`src/rtl/vpu_blit.sv`:
```
// Block-transfer engine (fill / ascending copy) and CPU-priority arbiter for the
// single vpu register port; owns an 8-byte register window of its own.
module vpu_blit (
    input  logic       clk,
    input  logic       rst,
    input  logic [2:0] AD,
    input  logic [7:0] DI,
    output logic [7:0] DO,
    input  logic       rw,
    input  logic       cs,
    output logic       irq,
    input  logic       cpu_vcs,
    input  logic [3:0] cpu_vad,
    input  logic [7:0] cpu_vdi,
    input  logic       cpu_vrw,
    output logic       vpu_cs,
    output logic [3:0] vpu_ad,
    output logic [7:0] vpu_di,
    output logic       vpu_rw,
    input  logic [7:0] vpu_do
);

    typedef enum logic [3:0] {
        IDLE, SRC_HI, SRC_LO, SRC_WAIT, SRC_RD, DST_HI, DST_LO, DST_WR, GAP, FINISH
    } state_t;

    state_t      state;
    logic        busy, done, ien, mode;
    logic [12:0] src, dst, cnt;
    logic [12:0] wsrc, wdst, wcnt;
    logic [7:0]  fill, dbuf;

    logic        reg_wr, stat_rd, preempt;
    logic        eng_cs, eng_rw;
    logic [3:0]  eng_ad;
    logic [7:0]  eng_di;

    assign reg_wr  = cs && !rw;
    assign stat_rd = cs && rw && (AD == 3'd0);
    // A CPU access in these states disturbs the VPU address the engine set up.
    assign preempt = (state == SRC_WAIT) || (state == SRC_RD) ||
                     (state == DST_LO)   || (state == DST_WR);

    always_ff @(posedge clk or negedge rst) begin
        if (!rst) begin
            state <= IDLE;
            busy  <= 1'b0;
            done  <= 1'b0;
            ien   <= 1'b0;
            mode  <= 1'b0;
            irq   <= 1'b0;
            src   <= '0;
            dst   <= '0;
            cnt   <= '0;
            fill  <= '0;
            wsrc  <= '0;
            wdst  <= '0;
            wcnt  <= '0;
            dbuf  <= '0;
        end else begin
            if (stat_rd) begin
                done <= 1'b0;
                irq  <= 1'b0;
            end
            if (reg_wr && !busy) begin
                case (AD)
                    3'd0: begin
                        ien  <= DI[2];
                        mode <= DI[1];
                        if (DI[0] && !DI[7]) begin
                            if (cnt == 13'd0) begin
                                done <= 1'b1;
                                irq  <= DI[2];
                            end else begin
                                busy  <= 1'b1;
                                done  <= 1'b0;
                                wsrc  <= src;
                                wdst  <= dst;
                                wcnt  <= cnt;
                                state <= DI[1] ? SRC_HI : DST_HI;
                            end
                        end
                    end
                    3'd1: src[12:8] <= DI[4:0];
                    3'd2: src[7:0]  <= DI;
                    3'd3: dst[12:8] <= DI[4:0];
                    3'd4: dst[7:0]  <= DI;
                    3'd5: cnt[12:8] <= DI[4:0];
                    3'd6: cnt[7:0]  <= DI;
                    default: fill   <= DI;
                endcase
            end

            if (busy && reg_wr && (AD == 3'd0) && DI[7]) begin
                busy  <= 1'b0;
                state <= IDLE;
            end else if (busy && cpu_vcs) begin
                if (preempt)
                    state <= mode ? SRC_HI : DST_HI;
            end else if (busy) begin
                case (state)
                    SRC_HI:   state <= SRC_LO;
                    SRC_LO:   state <= SRC_WAIT;
                    SRC_WAIT: state <= SRC_RD;
                    SRC_RD: begin
                        dbuf  <= vpu_do;
                        state <= DST_HI;
                    end
                    DST_HI:   state <= DST_LO;
                    DST_LO:   state <= DST_WR;
                    DST_WR:   state <= GAP;
                    GAP: begin
                        if (mode)
                            wsrc <= wsrc + 13'd1;
                        wdst <= wdst + 13'd1;
                        wcnt <= wcnt - 13'd1;
                        if (wcnt == 13'd1)
                            state <= FINISH;
                        else
                            state <= mode ? SRC_HI : DST_HI;
                    end
                    FINISH: begin
                        busy  <= 1'b0;
                        done  <= 1'b1;
                        irq   <= ien;
                        state <= IDLE;
                    end
                    default:  state <= IDLE;
                endcase
            end
        end
    end

    always_comb begin
        eng_cs = 1'b0;
        eng_ad = 4'd0;
        eng_di = 8'd0;
        eng_rw = 1'b1;
        case (state)
            SRC_HI: begin eng_cs = 1'b1; eng_rw = 1'b0; eng_ad = 4'd1; eng_di = {3'b0, wsrc[12:8]}; end
            SRC_LO: begin eng_cs = 1'b1; eng_rw = 1'b0; eng_ad = 4'd2; eng_di = wsrc[7:0]; end
            SRC_RD: begin eng_cs = 1'b1; eng_rw = 1'b1; eng_ad = 4'd0; end
            DST_HI: begin eng_cs = 1'b1; eng_rw = 1'b0; eng_ad = 4'd1; eng_di = {3'b0, wdst[12:8]}; end
            DST_LO: begin eng_cs = 1'b1; eng_rw = 1'b0; eng_ad = 4'd2; eng_di = wdst[7:0]; end
            DST_WR: begin eng_cs = 1'b1; eng_rw = 1'b0; eng_ad = 4'd0; eng_di = mode ? dbuf : fill; end
            default: ;
        endcase
    end

    assign vpu_cs = cpu_vcs ? 1'b1    : eng_cs;
    assign vpu_ad = cpu_vcs ? cpu_vad : eng_ad;
    assign vpu_di = cpu_vcs ? cpu_vdi : eng_di;
    assign vpu_rw = cpu_vcs ? cpu_vrw : eng_rw;

    always_comb begin
        case (AD)
            3'd0:    DO = {busy, done, 3'b0, ien, mode, 1'b0};
            3'd1:    DO = {3'b0, src[12:8]};
            3'd2:    DO = src[7:0];
            3'd3:    DO = {3'b0, dst[12:8]};
            3'd4:    DO = dst[7:0];
            3'd5:    DO = {3'b0, cnt[12:8]};
            3'd6:    DO = cnt[7:0];
            default: DO = fill;
        endcase
    end

endmodule

```
`config.mk`:
```
export PLATFORM = sky130hd
export DESIGN_NAME = vpu_blit
export DESIGN_NICKNAME = d
export VERILOG_FILES = /design/src/rtl/vpu_blit.sv
export SDC_FILE = /design/constraint.sdc
export NUM_CORES = 1
export LEC_CHECK = 0
export BUFFER_PORTS_ARGS = -buffer_cell sky130_fd_sc_hd__buf_2
export CAP_MARGIN = 20
export CORE_MARGIN = 5
export CORE_UTILIZATION = 35
export CTS_BUF_LIST = sky130_fd_sc_hd__clkbuf_8
export DETAILED_ROUTE_END_ITERATION = 8
export GPL_TIMING_DRIVEN = 1
export SETUP_SLACK_MARGIN = 0.05
export SYNTH_ARGS = -nofsm -noshare
export SYNTH_HDL_FRONTEND = slang
export SYNTH_SLANG_ARGS = --single-unit
```
`constraint.sdc`:
```
create_clock -name clk -period 2.89 [get_ports clk]
set_input_delay 0.4335 -clock clk [delete_from_list [all_inputs] [get_ports clk]]
set_output_delay 0.4335 -clock clk [all_outputs]
set_load 0.01 [all_outputs]
```
# ---- Word level (Yosys, flattened, before mapping)
# Cells that the tools add are included.
dict set report totals {
  regBits 103
  wordCells 143
}
dict set report classes {
  n_addsub 3
  muxes 73
  bitwise_logic 3
  eq_ne 16
  n_reduce_logical 31
}
# op n
set ops {}
lappend ops {{$mux W13} 25}
lappend ops {{$pmux W8 S7} 1}
lappend ops {{$mux W4} 10}
lappend ops {{$pmux W8 S5} 1}
lappend ops {{$pmux W4 S8} 1}
lappend ops {{$mux W1} 30}
lappend ops {{$add A13 B1 Y13 const B} 2}
lappend ops {{$eq A4 B3 Y1 const B} 4}
lappend ops {{$mux W8} 2}
lappend ops {{$reduce_and A2 Y1} 8}
lappend ops {{$eq A13 B1 Y1 const B} 1}
lappend ops {{$logic_not A13 Y1} 1}
lappend ops {{$sub A13 B1 Y13 const B} 1}
lappend ops {{$eq A3 B3 Y1 const B} 3}
lappend ops {{$logic_and A1 B1 Y1} 9}
lappend ops {{$eq A4 B2 Y1 const B} 2}
lappend ops {{$eq A4 B4 Y1 const B} 2}
lappend ops {{$reduce_or A7 Y1} 1}
lappend ops {{$eq A3 B2 Y1 const B} 2}
lappend ops {{$mux W3} 2}
lappend ops {{$reduce_or A6 Y1} 1}
lappend ops {{$reduce_or A5 Y1} 1}
lappend ops {{$eq A4 B1 Y1 const B} 1}
lappend ops {{$pmux W2 S2} 1}
lappend ops {{other kinds (7)} 14}

# ---- Logic depth before layout (Yosys ltp)
# Gate-level depths: netlist of run 1.
dict set report depth {
  word_depth 11
  ltp_mapped 9
  ltp_nobuf 7
}

# ---- Least setup slack after synthesis of run 1
# Ideal clock, no wire load.
dict set report synth_timing {
  path_kind {in2reg}
  startpoint {in AD[1]}
  endpoint {reg wsrc[3]}
  arrival_ns 2.031
  t_required_ns 2.794
  path_buffers 3
  stages 8
  path_slack_ns 0.764
  path_cell_list {buf_6 -> or3_4 -> buf_6 -> or4_4 -> o21ai_4 -> buf_6 -> a21oi_2 -> a311oi_2}
}
dict set report synth_via {
  elab_chain_cells 8
}
# element line_no
set synth_lines {}
lappend synth_lines {{start, declared} 6} ;# input logic [2:0] AD,
lappend synth_lines {{$logic_not A3 Y1 (*)} {66, 94}}
lappend synth_lines {{$mux W13} 66} ;# case (AD)
lappend synth_lines {{$mux W13} 65} ;# if (reg_wr && !busy) begin
lappend synth_lines {{$mux W13} 113} ;# if (mode)
lappend synth_lines {{$mux W13} 101} ;# case (state)
lappend synth_lines {{$mux W13} 100} ;# end else if (busy) begin
lappend synth_lines {{$mux W13} 97} ;# end else if (busy && cpu_vcs) begin
lappend synth_lines {{$mux W13 (*)} 94} ;# if (busy && reg_wr && (AD == 3'd0) && DI[7]) begin
lappend synth_lines {{end signal, assigned} 77} ;# wsrc <= src;
lappend synth_lines {{end signal, assigned} 114} ;# wsrc <= wsrc + 13'd1;
lappend synth_lines {{end, declared} 30} ;# logic [12:0] wsrc, wdst, wcnt;
# Every way passes the cells marked *; elsewhere a longest branch is shown, timed or not.
# A chain may end at the register's enable or synchronous reset.

# ---- Final worst setup path of run 1
dict set report layout_timing {
  startpoint {reg state[2]}
  endpoint {out vpu_di[1]}
}
dict set report layout_via {
  elab_chain_cells 3
}
# element line_no
set layout_lines {}
lappend layout_lines {{start, declared} 27} ;# state_t state;
lappend layout_lines {{start signal, assigned} 80} ;# state <= DI[1] ? SRC_HI : DST_HI;
lappend layout_lines {{start signal, assigned} 99} ;# state <= mode ? SRC_HI : DST_HI;
lappend layout_lines {{start signal, assigned} 120} ;# state <= mode ? SRC_HI : DST_HI;
lappend layout_lines {{$eq A4 B3 Y1 (tied with other cells)} 139} ;# case (state)
lappend layout_lines {{$pmux W8 S5 (*)} 139}
lappend layout_lines {{$mux W8 (*)} 152} ;# assign vpu_di = cpu_vcs ? cpu_vdi : eng_di;
lappend layout_lines {{end, declared} 18} ;# output logic [7:0] vpu_di,
# Marks and branches as above.

==> results of run 1 <==
stage by stage:
step           cells  total power [mW]  hold WS (ns)   util
3_5_place_dp     909              4.54         0.482  0.389
6_report         925              5.63        0.0752  0.402
4_1_cts          925              5.60         0.105  0.402
2_1_floorplan    636              3.74         0.138      -
3_3_place_gp     909              4.50         0.482  0.389
5_1_grt          925              5.94         0.126  0.402
layout by cell type (no fill, tap or decap), types with 9 or more instances in the layout:
cell type,instances
inv_1,20
a211oi_1,14
o21ai_0,48
buf_2,58
buf_4,26
nand2_1,55
nand3_1,30
a21oi_1,34
mux2_2,55
o22ai_1,14
clkbuf_8,9
dfrtp_1,101
nor2_1,56
nor3_1,11
power groups by stage:
stage	Sequential, mW	Clock (mW)	Combinational (mW)
after floorplan	2.38	0	1.36
after global placement	2.80	0	1.70
after detailed placement	2.81	0	1.73
after CTS	2.79	1.08	1.73
after global routing	2.88	1.13	1.93
final	2.82	1.06	1.75
repair_timing:
| item | in CTS | in global routing |
|---|---|---|
| resized for setup | 0 | 2 |
| hold buffers | 0 | 0 |
| endpoints found under the setup margin | 0 | 4 |
synthesized netlist by cell type, drive strengths merged, types with 11 or more instances:
cell,instances,share of area
inv,20,0.012
nand2,56,0.035
o22ai,14,0.014
buf,16,0.017
o21ai,49,0.042
a211oi,15,0.019
a21oi,37,0.032
nand3,30,0.025
dfrtp,103,0.43
mux2,55,0.10
nor3,11,0.0091
nor2,57,0.036
clkbuf,21,0.013
cell families (layout without fill, tap and decap cells):
logic type,Yosys count,after routing,share of synthesized area
xor gates and xnor gates,2,2,0.00290
muxes,65,65,0.124
adders and majority gates,4,4,0.00828
buffers and inverters,57,121,0.0422
DFF,103,103,0.426
AOI/OAI and AO/OA,184,184,0.208
and+or+nand+nor,221,221,0.188
area by class of cell:
cell class	count	share of cell area
Inverter	20	0.0109
Sequential cell	103	0.375
Clock inverter	7	0.0151
Timing Repair Buffer	85	0.0734
Tap cell	225	0.0409
Clock buffer	9	0.0180
Multi-Input combinational cell	476	0.467
worst max-delay path, delay by kind of cell, from the launching register on:
family,cells,cell delay (ns)
AO/OA/AOI/OAI,2,0.52
multiplexers,1,0.28
buffers and inverters,2,0.32
AND/OR/NAND/NOR,2,0.32
flip-flops,1,0.39
flip-flops by register name, summed over array words and instances (netlist names), 8 cells and up:
signal,count
wcnt,13
wsrc,13
dst,13
dbuf,8
cnt,13
fill,8
wdst,13
src,13
worst min path at each step:
stage / cells after the start / end / slack, ns
3_3_place_gp: 1 / wcnt[11] / 0.48
3_5_place_dp: 1 / wcnt[11] / 0.48
2_1_floorplan: 0 / busy / 0.14
6_report: 1 / wsrc[12] / 0.08
4_1_cts: 1 / wsrc[10] / 0.11
5_1_grt: 1 / wsrc[12] / 0.13
per-layer routing:
metal | wire length, µm | track usage
met5 | 0 | 0
met3 | 1620 | 0.0522
met1 | 8650 | 0.275
met2 | 9060 | 0.301
met4 | 590 | 0.0672
==> reports/results.ini, run 1 <==
[critical_path]
endpoint_kind = primary output
cpPeakStageDelay_ns = 0.39
crit_path_max_fanout = 13
reg2reg_slack_ns = 0.41
start_kind = flop
rr_startpoint = state[1]
worst-setup-path-type = flop to primary output
worstReg2RegEnd = wcnt[3]
worstSetupStartpoint = state[2]
reg2reg_depth = 6
slowest_stage = dfrtp_1
cp.arrival_ns = 2.22
worst_ep_required_time_ns = 2.46
crit_chain = buf_4 > nand2b_1 > nor2_1 > a222oi_1 > o21ai_0 > mux2_2 > buf_2
crit_path_end = vpu_di[1]

[clock_network]
max-clock-path-buffers = 2
numCtsBuffers = 9
clockRootBuffer = clkbuf_8
htreeDepth = 3
clk_pin_slew_ns = 0.11
clk_latency_ns = 0.39
post_cts_buffers = 0
cts_tree = built
clock-sinks = 103

[floorplan]
die_y_um = 141
fp.coreArea_mm2 = 0.0171
fp.dieW_um = 141
die_area_mm2 = 0.0200
fp-row-count = 48
initial_utilization = 0.353
pin_count = 60

[cells_and_area]
seq_area_mm2 = 0.00258
multiInputGateArea_mm2 = 0.00322
drive_gt1_frac = 0.254
area_growth_pct = 13.8
nNetsFinal = 736
fillers = 1716
post-route-cell-area_mm2 = 0.00689
insertedDiodeCount = 0

[placement]
place.gp.congestion = 0.964
place_ws_ns = 0.347
placedInstanceArea_mm2 = 0.00666
hpwl_um = 14800
port-buffer-count = 59

[sta]
final_max_slew_viol_count = 0
clock.fmax_mhz = 377
rsz0062_at_grt = false
timing.final.ws_setup_ns = 0.240
hold_viol = 0
fin_crit_sh = 0.917
relSlewSlack = 0.487
tns_ns = 0
skew_ns = 0.0133
final-setup-viol-count = 0
min_period_ns = 2.65
worst_pin_slew_ns = 0.768

[route]
antenna_left = 0
routed_wl_um = 19900
drt_pass1_iterations = 6
wire_per_inst_um = 21.5
drtIter0Drc = 722
drc = 0
viasPerCell = 5.95
vias = 5506

[power_and_ir_drop]
cellLeakagePower_nw = 2.86
peakVddDrop_mv = 0.440
clockPowerShare = 0.188
p_seq_frac = 0.501
p_sw_frac = 0.407
p_int_mw = 3.34
p_sw_mw = 2.29
power_frac_comb = 0.311
power.density_mw_per_mm2 = 817

[logic_synthesis]
ys_async_sr_fraction = 1.00
synth_edf_count = 0
yosysUniqueCellTypes = 70
netlist_area_mm2 = 0.00605
synth_fp_nets = 677
synth-seq-cells = 103
postSynthCellCount = 636
ys_warn_count = 0
syn_area_per_cell_um2 = 9.51
ys_seq_area_frac = 0.426
synth-main-ff-cell = dfrtp_1

[outcome]
outcome = finished, final reports clean

[grt]
grt_max_degree = 52
antenna_found_initial = 0
grt_overflow = 0
grt_pass1_vias = 5215
grt_pass1_wl_um = 30700
gr-usage-all-layers = 0.198

[worst_hold_path]
hold_path.class = input port to asynchronous set/reset pin

[run]
maxCapViolations = 0

No activity file was read; power rests on OpenSTA's default activity.
==> run 2, diff against run 1 <==
--- a/config.mk
+++ b/config.mk
@@ -6,12 +6,12 @@
 export NUM_CORES = 1
 export LEC_CHECK = 0
 export BUFFER_PORTS_ARGS = -buffer_cell sky130_fd_sc_hd__buf_2
-export CAP_MARGIN = 20
 export CORE_MARGIN = 5
 export CORE_UTILIZATION = 35
 export CTS_BUF_LIST = sky130_fd_sc_hd__clkbuf_8
 export DETAILED_ROUTE_END_ITERATION = 8
 export GPL_TIMING_DRIVEN = 1
+export REMOVE_ABC_BUFFERS = 1
 export SETUP_SLACK_MARGIN = 0.05
 export SYNTH_ARGS = -nofsm -noshare
 export SYNTH_HDL_FRONTEND = slang
==> constraint.sdc (replaced) <==
create_clock -name clk -period 2.89 [get_ports clk]
set_input_delay 0.4335 -clock clk [delete_from_list [all_inputs] [get_ports clk]]
set_output_delay 0.4335 -clock clk [all_outputs]
set_load 0.005 [all_outputs]
==> run 2 against run 1 <==
  * Final cell count is 0.43% lower
  * Cell area down 0.91%
  * Sequential power decreased by 1%
  * Register-to-register slack got worse by 0.07 ns
  * Critical path depth shrank 2
  * Non-clock buffer count down 4
  * Via count is 1.0% lower
  * Core utilization decreased by 0.37 points
  * Sequential cell count did not move
  * Clock skew fell by 0.0033 ns
  * Clock-buffer cell count is 1 higher
  * Clock power fell by 11%
  * Critical path type unchanged
  * Critical endpoint is now vpu_di[2]
  * Highest routed layer unchanged
==> reports/results.ini, run 2 (synthesized netlist as in run 1, its figures left out) <==
[route]
routed_wl_um = 19500  ; -2.3%
drt_pass1_iterations = 6  ; unchanged
wire_per_inst_um = 21.1  ; -1.9%
drc = 0  ; unchanged
viasPerCell = 5.92  ; -0.57%
drtIter0Drc = 570  ; -21%
vias = 5451  ; -1.0%
antenna_left = 0  ; unchanged

[critical_path]
worstSetupStartpoint = mode
cp_common_cell = mux2_2
cp.arrival_ns = 2.22  ; about the same
worst_ep_required_time_ns = 2.46  ; about the same
start_kind = flop
worst-setup-path-type = flop to primary output
cp_num_buf_inv = 1  ; -1
cpPeakStageDelay_ns = 0.59  ; +0.20 ns
crit_path_max_fanout = 13  ; unchanged
critical-path-top-delay-family = multiplexers
rr_startpoint = state[1]
slowest_stage = dfrtp_2
crit_chain = mux2_2 > a222oi_1 > o21ai_0 > mux2_2 > buf_2
endpoint_kind = primary output

[grt]
gr-usage-all-layers = 0.197  ; -0.00129
grt_pass1_vias = 5223  ; +0.15%
grt_pass1_wl_um = 30700  ; -0.18%
antenna_found_initial = 0  ; unchanged
grt_overflow = 0  ; unchanged
grt_max_degree = 48  ; -7.7%

[sta]
rsz0062_at_grt = false
tns_ns = 0  ; unchanged
relSlewSlack = 0.353  ; -0.134
fin_crit_sh = 0.919  ; +0.00151
hold_viol = 0  ; unchanged
worst_pin_slew_ns = 0.964  ; +0.195 ns
final-setup-viol-count = 0  ; unchanged
skew_ns = 0.00995  ; -0.00331 ns
clock.fmax_mhz = 377  ; -0.16%
final_max_slew_viol_count = 0  ; unchanged
min_period_ns = 2.65  ; +0.00435 ns

[floorplan]
fp.coreArea_mm2 = 0.0171  ; unchanged
fp-row-count = 48  ; unchanged
pin_count = 60  ; unchanged
initial_utilization = 0.353  ; unchanged
die_area_mm2 = 0.0200  ; unchanged
fp.dieW_um = 141  ; unchanged
die_y_um = 141  ; unchanged

[worst_hold_path]
hold_path.class = input port to asynchronous set/reset pin

[placement]
placedInstanceArea_mm2 = 0.00661  ; -0.64%
placedCellCount = 905  ; -0.44%
port-buffer-count = 59  ; unchanged
place.gp.congestion = 0.920  ; -4.5%
hpwl_um = 14800  ; +0.22%

[clock_network]
htreeDepth = 3  ; unchanged
clk_latency_ns = 0.39  ; about the same
cts_hold_buf = 0  ; unchanged
clockRootBuffer = clkbuf_8
numCtsBuffers = 9  ; unchanged
max-clock-path-buffers = 2  ; unchanged
cts_tree = built
clock-sinks = 103  ; unchanged
clk_pin_slew_ns = 0.10  ; about the same

[cells_and_area]
final_cell_mix = 101 x dfrtp_1, 58 x buf_2, 55 x mux2_2, 55 x nor2_1, 55 x nand2_1
drive_gt1_frac = 0.251  ; -0.00285
post-route-cell-area_mm2 = 0.00682  ; -0.91%
nNetsFinal = 732  ; -0.54%
area_growth_pct = 12.8
final_common_cell = dfrtp_1
finalNonFillerCells = 921  ; -0.43%
insertedDiodeCount = 0  ; unchanged

[power_and_ir_drop]
cellLeakagePower_nw = 2.84  ; -0.91%
power_mw = 5.47  ; -2.9%
power.density_mw_per_mm2 = 801  ; -2.0%
peakVddDrop_mv = 0.327  ; -26%

[run]
maxCapViolations = 0  ; unchanged

[outcome]
outcome = finished, final reports clean

## run 2: changes by cell type in the layout (fill, tap and decap cells not counted), sizes merged
cell | before | now
buf | 85 | 81
bufinv | 2 | 1
clkbuf | 9 | 10
clkinv | 1 | 4
clkinvlp | 2 | 0
inv | 22 | 21
## run 2: report_power, final
part	internal, mW	total, mW	switching (mW)
Clock	0.422	0.945	0.523
Sequential	1.99	2.78	0.791
Combinational	0.859	1.74	0.885
## run 2: worst paths after layout
path                       slack (ns)   endpoint  depth (start not counted)
setup / recovery                 0.24  vpu_di[2]                          5
hold / removal                   0.06    cnt[12]                          1
setup reg to reg                 0.34    wcnt[6]                          6
hold reg to reg                  0.52   wcnt[11]                          1
max in group asynchronous        2.01   state[0]                          2
min in group clk                 0.27    dbuf[7]                          2
## run 2: what timing repair did
action                                 4_1_cts  5_1_grt
setup endpoints to repair                    0        8
gates resized for setup                      0        6
setup buffers                                0        0
endpoints found under the hold margin        0        0
## run 2: layout make-up
type                       instances  area [µm²]
fill                            1720       10300
multi-input combinational        476        3220
sequential                       103        2580
timing repair buffer              81         467
tap                              225         282
clock buffer                      10         138
inverter                          20        75.1
clock inverter                     6        61.3
## run 2: metal layers
metal,GRT usage,up-vias,part of all wire
met5,0,-,0
met4,0.0641,0,0.021
met3,0.0280,27,0.081
met2,0.304,267,0.46
met1,0.286,2649,0.44
li1,-,2508,-
## run 2: stage by stage
step                utilization  worst slack (ns)  hold WS, ns
global route              0.399            0.0789       0.0960
detailed placement        0.386             0.251        0.494
finish                    0.399             0.235       0.0591
global placement          0.386             0.303        0.482
floorplan                     -             0.279        0.138
CTS                       0.398            0.0876       0.0613
==> run 3, diff against run 2 <==
--- a/config.mk
+++ b/config.mk
@@ -6,11 +6,12 @@
 export NUM_CORES = 1
 export LEC_CHECK = 0
 export BUFFER_PORTS_ARGS = -buffer_cell sky130_fd_sc_hd__buf_2
-export CORE_MARGIN = 5
+export CORE_MARGIN = 3
 export CORE_UTILIZATION = 35
 export CTS_BUF_LIST = sky130_fd_sc_hd__clkbuf_8
 export DETAILED_ROUTE_END_ITERATION = 8
 export GPL_TIMING_DRIVEN = 1
+export HOLD_SLACK_MARGIN = 0.12
 export REMOVE_ABC_BUFFERS = 1
 export SETUP_SLACK_MARGIN = 0.05
 export SYNTH_ARGS = -nofsm -noshare
==> run 3 against run 2 <==
  * Clock power shrank 5.4%
  * Sequential share of layout area down 0.058 points
  * Sequential cell count is the same
  * Power decreased by 0.15%
  * Worst hold slack better by 0.22 ns
  * Critical path type unchanged
==> reports/results.ini, run 3 (synthesized netlist as in run 1, its figures left out) <==
[route]
drt_pass1_iterations = 5  ; -1
route.met2.wl_um = 9120  ; +1.4%
met1_length_um = 8670  ; +2.3%
wire_per_inst_um = 21.3  ; +0.88%
routed_wl_um = 19600  ; +0.55%
vias = 5501  ; +0.92%
drc = 0  ; unchanged
wl_met3_um = 1420  ; -11%
antenna_left = 0  ; unchanged
viasPerCell = 5.99  ; +1.2%
drtIter0Drc = 624  ; +9.5%
top_layer_used = met4

[sta]
relSlewSlack = 0.435  ; +0.0825
final_max_slew_viol_count = 0  ; unchanged
skew_ns = 0.00560  ; -0.00435 ns
worst_pin_slew_ns = 0.840  ; -0.124 ns
timing.final.ws_setup_ns = 0.213  ; -0.0221 ns
hold_viol = 0  ; unchanged
tns_ns = 0  ; unchanged
fin_crit_sh = 0.926  ; +0.00766
rsz0062_at_grt = false
min_period_ns = 2.68  ; +0.0221 ns
clock.fmax_mhz = 374  ; -0.83%
final-setup-viol-count = 0  ; unchanged

[power_and_ir_drop]
cellLeakagePower_nw = 2.86  ; +0.62%
power.density_mw_per_mm2 = 798  ; -0.35%
peakVddDrop_mv = 0.351  ; +7.5%
power_mw = 5.46  ; -0.15%

[critical_path]
worst_ep_required_time_ns = 2.46  ; about the same
reg2reg_depth = 6  ; unchanged
cp_num_buf_inv = 2  ; +1
slowest_stage = dfrtp_1
endpoint_kind = primary output
worst-path-stages = 7  ; +2
start_kind = flop
worst-setup-path-type = flop to primary output
cp.arrival_ns = 2.24  ; +0.02 ns
crit_chain = buf_4 > nand2b_1 > nor2_1 > a222oi_1 > o21ai_0 > mux2_2 > buf_2
cpPeakStageDelay_ns = 0.39  ; -0.20 ns
crit_path_max_fanout = 13  ; unchanged
critical-path-top-delay-family = compound AO/OA/AOI/OAI gates

[clock_network]
max-clock-path-buffers = 2  ; unchanged
clk_pin_slew_ns = 0.09  ; about the same
numCtsBuffers = 9  ; unchanged
cts_tree = built
clk_latency_ns = 0.39  ; about the same
clockRootBuffer = clkbuf_8
clock-sinks = 103  ; unchanged
htreeDepth = 3  ; unchanged

[placement]
place.gp.congestion = 0.901  ; -2.2%
port-buffer-count = 59  ; unchanged
placedCellCount = 899  ; -0.66%
place_ws_ns = 0.409  ; +0.158 ns
hpwl_um = 14400  ; -2.7%

[run]
maxCapViolations = 0  ; unchanged

[cells_and_area]
final_common_cell = dfrtp_1
fillers = 1646  ; -4.3%
insertedDiodeCount = 0  ; unchanged
drive_gt1_frac = 0.249  ; -0.00215
final_core_util = 0.408  ; +0.00930
final_cell_mix = 100 x dfrtp_1, 58 x buf_2, 55 x mux2_2, 55 x nor2_1, 55 x nand2_1
nNetsFinal = 736  ; +0.55%
area_growth_pct = 13.0
finalNonFillerCells = 918  ; -0.33%

[floorplan]
pin_count = 60  ; unchanged
fp.coreArea_mm2 = 0.0168  ; -2.1%
die_y_um = 137  ; -2.8%
fp-row-count = 47  ; -2.1%
initial_utilization = 0.361  ; +0.00752
fp.dieW_um = 137  ; -2.8%
die_area_mm2 = 0.0189  ; -5.6%

[worst_hold_path]
whs_path_depth = 2
hold_path.class = input port to flop

[grt]
grt_pass1_wl_um = 30600  ; -0.22%
gr-usage-all-layers = 0.213  ; +0.0162
antenna_found_initial = 0  ; unchanged
grt_overflow = 0  ; unchanged
grt_pass1_vias = 5235  ; +0.23%
grt_max_degree = 52  ; +8.3%

[outcome]
outcome = finished, final reports clean

==> run 3: worst paths after layout <==
| check | end | slack (ns) | from |
|---|---|---|---|
| worst max-delay path | vpu_di[1] | 0.21 | state[2] |
| worst min-delay path | dbuf[4] | 0.28 | vpu_do[4] |
| worst max register to register | wdst[11] | 0.36 | state[1] |
| worst min register to register | wcnt[11] | 0.52 | wcnt[11] |
| max in group asynchronous | wcnt[4] | 1.54 | rst |
| min in group asynchronous | cnt[3] | 0.65 | rst |
==> run 3: final cells by class <==
class	instances	area, µm²	share of cell area
Multi-Input combinational cell	476	3220	0.471
Sequential cell	103	2580	0.378
Timing Repair Buffer	85	508	0.0743
Tap cell	220	275	0.0403
Clock buffer	10	138	0.0201
Inverter	20	75.1	0.0110
Clock inverter	4	41.3	0.00604
==> run 3: per-stage QoR <==
stage | hold WS [ns] | area (µm²)
2_1_floorplan | 0.138 | 5870
3_3_place_gp | 0.476 | 6610
3_5_place_dp | 0.491 | 6610
4_1_cts | 0.263 | 6800
5_1_grt | 0.266 | 6840
6_report | 0.275 | 6840
==> run 3: report_power, final <==
part | internal, mW | switching, mW | leakage [nW]
combinational | 0.882 | 0.868 | 1.49
sequential | 1.99 | 0.825 | 1.27
clock | 0.406 | 0.488 | 0.102
total | 3.28 | 2.18 | 2.86
==> run 3: per-layer routing <==
layer	global-route usage	vias to the layer above
met2	0.328	228
met1	0.302	2745
met5	0	-
li1	-	2498
met3	0.0446	30
met4	0.0632	0
==> run 3: what timing repair did <==
item | CTS | global route
endpoints found under the hold margin | 5 | 0
buffers inserted | 0 | 4
gates resized for setup | 1 | 3
hold buffers | 1 | 0
setup endpoints to repair | 1 | 6
